<file path="config.mk">
export PLATFORM = sky130hd
export DESIGN_NAME = i_fetch
export DESIGN_NICKNAME = d
export VERILOG_FILES = /design/src/rtl/i_fetch.sv
export SDC_FILE = /design/constraint.sdc
export NUM_CORES = 2
export LEC_CHECK = 0
export CORE_MARGIN = 2
export CORE_UTILIZATION = 50
export CTS_CLUSTER_DIAMETER = 40
export DETAILED_ROUTE_END_ITERATION = 8
export PLACE_DENSITY_LB_ADDON = 0.15
export SKIP_LAST_GASP = 1
export SYNTH_ARGS = -nofsm -noshare
export SYNTH_HDL_FRONTEND = slang
export SYNTH_SLANG_ARGS = --single-unit
</file>
<file path="constraint.sdc">
create_clock -name i_clock -period 5.14 [get_ports i_clock]
set_input_delay 1.028 -clock i_clock [delete_from_list [all_inputs] [get_ports i_clock]]
set_output_delay 1.028 -clock i_clock [all_outputs]
set_load 0.03 [all_outputs]
</file>
<file path="src/rtl/i_fetch.sv">
`default_nettype none
// ============================================================================
// Module   : i_fetch
// Purpose  : Instruction-fetch stage with its own instruction memory. The
//            memory is loaded in LOAD, fetched in RUN, and the stage drains
//            the pipe in HALTED once the halt word has been fetched.
// Revision : 1.0 - initial release
// ============================================================================
module i_fetch #(
  parameter int                    DATA_WIDTH = 32,
  parameter int                    MEM_DEPTH  = 64,
  parameter logic [DATA_WIDTH-1:0] HALT_WORD  = 32'hFFFF_FFFF,
  localparam int                   AW         = $clog2(MEM_DEPTH)
) (
  input  logic                  i_clock,
  input  logic                  i_reset,
  input  logic                  i_start,
  input  logic                  i_enable,
  input  logic                  i_stall,
  input  logic                  i_branch,
  input  logic [DATA_WIDTH-1:0] i_pcbranch,
  input  logic                  i_wr_en,
  input  logic [AW-1:0]         i_wr_addr,
  input  logic [DATA_WIDTH-1:0] i_wr_data,
  output logic [DATA_WIDTH-1:0] o_instruccion,
  output logic [DATA_WIDTH-1:0] o_currentpc,
  output logic [DATA_WIDTH-1:0] o_pc,
  output logic                  o_halt,
  output logic [1:0]            o_state
);

  localparam logic [1:0] ST_LOAD   = 2'b00;
  localparam logic [1:0] ST_RUN    = 2'b01;
  localparam logic [1:0] ST_HALTED = 2'b10;

  localparam logic [DATA_WIDTH-1:0] PC_STEP = DATA_WIDTH'(4);

  logic [1:0]            state_q, state_d;
  logic [DATA_WIDTH-1:0] pc_q, pc_d;
  logic [DATA_WIDTH-1:0] instr_q, instr_d;
  logic [DATA_WIDTH-1:0] cpc_q, cpc_d;
  logic [DATA_WIDTH-1:0] mem_q [MEM_DEPTH];

  logic [DATA_WIDTH-1:0] w_word;
  logic [DATA_WIDTH-1:0] w_pc_plus4;
  logic [DATA_WIDTH-1:0] w_target;
  logic                  w_advance;
  logic                  w_unused;

  // Word-aligned fetch; upper PC bits fall off so the address wraps.
  assign w_word     = mem_q[pc_q[AW+1:2]];
  assign w_pc_plus4 = pc_q + PC_STEP;
  assign w_target   = {i_pcbranch[DATA_WIDTH-1:2], 2'b00};
  assign w_advance  = i_enable && !i_stall;
  // Byte-offset bits of the branch target are forced to zero and never read.
  assign w_unused   = ^i_pcbranch[1:0];

  // Instruction memory: written only while loading, never reset.
  always_ff @(posedge i_clock) begin
    if (state_q == ST_LOAD && i_wr_en) begin
      mem_q[i_wr_addr] <= i_wr_data;
    end
  end

  // State register and datapath registers with asynchronous clear.
  always_ff @(posedge i_clock or posedge i_reset) begin
    if (i_reset) begin
      state_q <= ST_LOAD;
      pc_q    <= '0;
      instr_q <= '0;
      cpc_q   <= '0;
    end else begin
      state_q <= state_d;
      pc_q    <= pc_d;
      instr_q <= instr_d;
      cpc_q   <= cpc_d;
    end
  end

  // Next-state logic; the unused encoding falls back to LOAD.
  always_comb begin
    state_d = state_q;
    case (state_q)
      ST_LOAD:   if (i_enable && i_start) state_d = ST_RUN;
      ST_RUN:    if (w_advance && !i_branch && w_word == HALT_WORD) state_d = ST_HALTED;
      ST_HALTED: state_d = ST_HALTED;
      default:   state_d = ST_LOAD;
    endcase
  end

  // Output and datapath next values; stall outranks branch, branch outranks halt.
  always_comb begin
    pc_d    = pc_q;
    instr_d = instr_q;
    cpc_d   = cpc_q;
    o_halt  = (state_q == ST_HALTED);
    if (w_advance) begin
      case (state_q)
        ST_RUN: begin
          cpc_d = w_pc_plus4;
          if (i_branch) begin
            pc_d    = w_target;
            instr_d = '0;
          end else if (w_word == HALT_WORD) begin
            instr_d = HALT_WORD;
          end else begin
            pc_d    = w_pc_plus4;
            instr_d = w_word;
          end
        end
        ST_HALTED: instr_d = '0;
        default: ;
      endcase
    end
  end

  assign o_instruccion = instr_q;
  assign o_currentpc   = cpc_q;
  assign o_pc          = pc_q;
  assign o_state       = state_q;

endmodule
`default_nettype wire
</file>
==> impl_metrics.py <==
metrics = {
    "global_routing": {
        "grt_pass1_wl_mm": 337,
        "grt_pass1_vias": 43734,
        "gr-total-overflow": 0,
        "grt_usage_pct": 28.0,
        "antenna_found_initial": 16,
        "grt_max_degree": 80,
    },
    "cells_and_area": {
        "final_cell_mix": "edfxtp_1, mux4_2, clkbuf_16",
        "fin_nets": 4683,
        "finalNonFillerCells": 7022,
        "utilization_pct": 59.3,
        "seq_area_um2": 63900,
        "syn_to_final_growth_pct": 17.6,
        "final_common_cell": "edfxtp_1",
        "drive_gt1_share_pct": 26.9,
        "multi_input_area_um2": 19000,
        "fill_cells": 12120,
    },
    "worst_setup_path": {
        "path_cells": "buf_4 > nor2b_4 > buf_4 > a22oi_1 > a21oi_1 > o211ai_1 > a2111oi_1 > buf_4 > nand4_1 > and4bb_1 > nand4b_2 > and2_4 > mux2_2",
        "worst_path_dominant_cell_family": "simple AND/OR/NAND/NOR gates",
        "timing.rr.start": "o_pc[4]",
        "cp-startpoint": "o_pc[4]",
        "crit_type": "register to register",
        "cpMostUsedCell": "buf_4",
        "crit_fanout": 25,
        "slowest_stage": "a2111oi_1",
        "critPathRequiredTime_ns": 5.92,
        "crit_path_start_kind": "register",
        "cp_slowest_stage_delay_ns": 0.73,
        "end_kind": "register",
        "path_buf_inv": 3,
        "arrival_ns": 5.66,
    },
    "synth": {
        "synth_top_area_share_pct": 72.7,
        "synth-edff-count": 2048,
        "ys_seq_area_share_pct": 75.5,
        "avgSynthCellArea_um2": 20.8,
        "synth.distinct_cells": 88,
        "syn-cell-area_um2": 84600,
        "async_flop_share_pct": 4.39,
        "synthFlopType": "edfxtp_1",
        "syn_inst": 4061,
        "synth_area_leaders": "edfxtp_1, mux4_2, mux4_1, dfrtp_1, mux2i_1",
        "yosysWarnings": 0,
        "synth_top_area_cell": "edfxtp_1",
        "synth_seq_cells": 2142,
    },
    "clock_network": {
        "clk_pin_slew_ns": 0.05,
        "cts_made_buffers": 296,
        "clock_latency_ns": 0.92,
        "ctsLongestPathBuffers": 4,
        "htreeDepth": 5,
        "cts.sinks": 2142,
        "root_buffer": "clkbuf_16",
        "postCtsSetupBuffers": 0,
        "post_cts_resize_count": 0,
        "cts_hold_buf": 0,
        "cts_tree": "done",
    },
    "worst_hold_path": {
        "min_from": "o_currentpc[20]",
        "hold_class": "register to register",
    },
    "sta": {
        "fin_setup_tns_ns": 0,
        "fmax_mhz": 205,
        "rsz0062_at_grt": "false",
        "clock-skew-final_ns": 0.0511,
        "fin_crit_sh_pct": 94.9,
        "relSlewSlack_pct": 18.7,
        "period_needed_ns": 4.88,
        "tightest_slew_ns": 1.21,
        "hold_viol": 0,
        "timing.hold.ws_ns": 0.472,
        "slew_viol_final": 0,
        "setup_viol": 0,
    },
    "floorplan": {
        "die_h_um": 415,
        "die_w_um": 415,
        "row_count": 150,
        "initial_core_util_pct": 50.5,
        "io_pins": 176,
        "coreArea_um2": 168000,
        "die-area_um2": 172000,
    },
    "routing": {
        "num_vias": 44655,
        "viasPerCell": 6.36,
        "finalWirelength_mm": 241,
        "ant_nets": 0,
        "wl_per_cell_um": 34.4,
        "initialDrtViolationCount": 6489,
        "dr.pass1.iters": 6,
        "drc": 0,
    },
    "status": {
        "status": "finished clean",
    },
    "pwr": {
        "internal_power_w": 0.0383,
        "p_per_area_nw_per_um2": 572,
        "seqPwrFrac_pct": 35.5,
        "power_frac_clock_pct": 34.6,
        "comb_power_share_pct": 30.0,
        "total_power_w": 0.0569,
        "leakage_nw": 32.6,
        "peakVddDrop_v": 0.000414,
        "switching_share_pct": 32.6,
        "p_sw_w": 0.0186,
    },
    "placement": {
        "gp_congestion": 0.889,
        "numPortBuffers": 169,
        "dp.cells": 6508,
        "dp_hpwl_mm": 142,
    },
    "flow_run": {
        "maxCapViolations": 0,
    },
}
==> per-stage QoR <==
step / cell area [um^2] / setup WS [ns]
6_report: 99400 / 0.263
5_1_grt: 99400 / 0.204
4_1_cts: 99400 / 0.350
3_5_place_dp: 90000 / 0.378
3_3_place_gp: 90000 / 0.394
2_1_floorplan: 84600 / 1.50
==> kinds of logic (layout without fill, tap and decap cells) <==
| family | Yosys count | after routing | share of synthesized area [%] |
|---|---|---|---|
| muxes | 694 | 694 | 15.2 |
| adders and majority gates | 4 | 4 | 0.0592 |
| DFF | 2142 | 2142 | 75.5 |
| AOI/OAI and AO/OA | 495 | 495 | 3.92 |
| and+or+nand+nor | 449 | 449 | 2.41 |
| xor gates and xnor gates | 28 | 28 | 0.290 |
| buffers and inverters | 248 | 998 | 2.64 |
| other | 1 | 8 | 0.00443 |
==> worst paths after layout <==
path,cells past startpoint,end,slack [ns]
worst max-delay path,13,o_pc[28],0.26
worst min-delay path,2,o_currentpc[20],0.47
worst max register to register,13,o_pc[28],0.26
worst min register to register,2,o_currentpc[20],0.47
max in group asynchronous,3,o_pc[19],3.45
min in group asynchronous,2,o_pc[9],0.74
==> power groups by stage <==
stage | clock network (W) | logic, W | registers [W]
3_3_place_gp | 0 | 0.0169 | 0.0205
2_1_floorplan | 0 | 0.00962 | 0.0208
3_5_place_dp | 0 | 0.0169 | 0.0205
6_report | 0.0197 | 0.0171 | 0.0202
5_1_grt | 0.0206 | 0.0176 | 0.0202
4_1_cts | 0.0199 | 0.0170 | 0.0202
==> synth_stat cells, types with 5 or more instances <==
| cell type | n |
|---|---|
| mux2_1 | 5 |
| inv_1 | 9 |
| buf_12 | 37 |
| buf_8 | 18 |
| buf_2 | 50 |
| mux2_2 | 38 |
| nor2_1 | 132 |
| and2_1 | 10 |
| a22o_1 | 6 |
| clkbuf_8 | 18 |
| clkbuf_1 | 65 |
| o221ai_1 | 35 |
| nand2_1 | 179 |
| a221oi_1 | 11 |
| a32oi_1 | 5 |
| a31oi_1 | 20 |
| xnor2_1 | 20 |
| buf_4 | 19 |
| xor2_1 | 8 |
| a211oi_1 | 21 |
| nand3b_1 | 6 |
| o21ai_0 | 84 |
| o31ai_1 | 10 |
| edfxtp_1 | 2048 |
| buf_6 | 21 |
| nor2b_1 | 9 |
| nand4_1 | 5 |
| mux2i_1 | 213 |
| dfrtp_1 | 94 |
| a222oi_1 | 7 |
| nor3_1 | 20 |
| a22oi_1 | 71 |
| mux4_1 | 92 |
| and3_1 | 12 |
| a21oi_2 | 18 |
| nand3_1 | 41 |
| o22ai_1 | 54 |
| a21oi_1 | 116 |
| mux4_2 | 346 |
| o211ai_1 | 5 |
==> layer usage <==
| metal | wire, um | part of all wire (%) | vias to the layer above | track usage (%) |
|---|---|---|---|---|
| li1 | - | - | 18110 | - |
| met1 | 97100 | 40 | 23814 | 39.8 |
| met2 | 113000 | 47 | 2267 | 43.1 |
| met3 | 22700 | 9.4 | 458 | 6.25 |
| met4 | 8680 | 3.6 | 6 | 9.71 |
| met5 | 39 | 0.016 | - | 0 |
==> layout make-up <==
type / count / share of cell area, %
repair buffers: 477 / 4.33
diodes: 4 / 0.0101
clock inverters: 177 / 1.78
inverters: 11 / 0.0491
multi-input cells: 1674 / 19.1
well taps: 2204 / 2.77
clock buffers: 333 / 7.70
flip-flops and latches: 2142 / 64.2
==> sequential cells by signal, indices dropped and copies added, names as in the netlist <==
name,count
o_pc,30
mem_q,2048
o_state,2
o_currentpc,30
o_instruccion,32
==> worst min-delay path, cell delays in order (launching register included) <==
cell and delay [ns]:
dfrtp_1 0.33, nand2_1 0.04, o21ai_0 0.06
(Power assumes the default switching activity.)
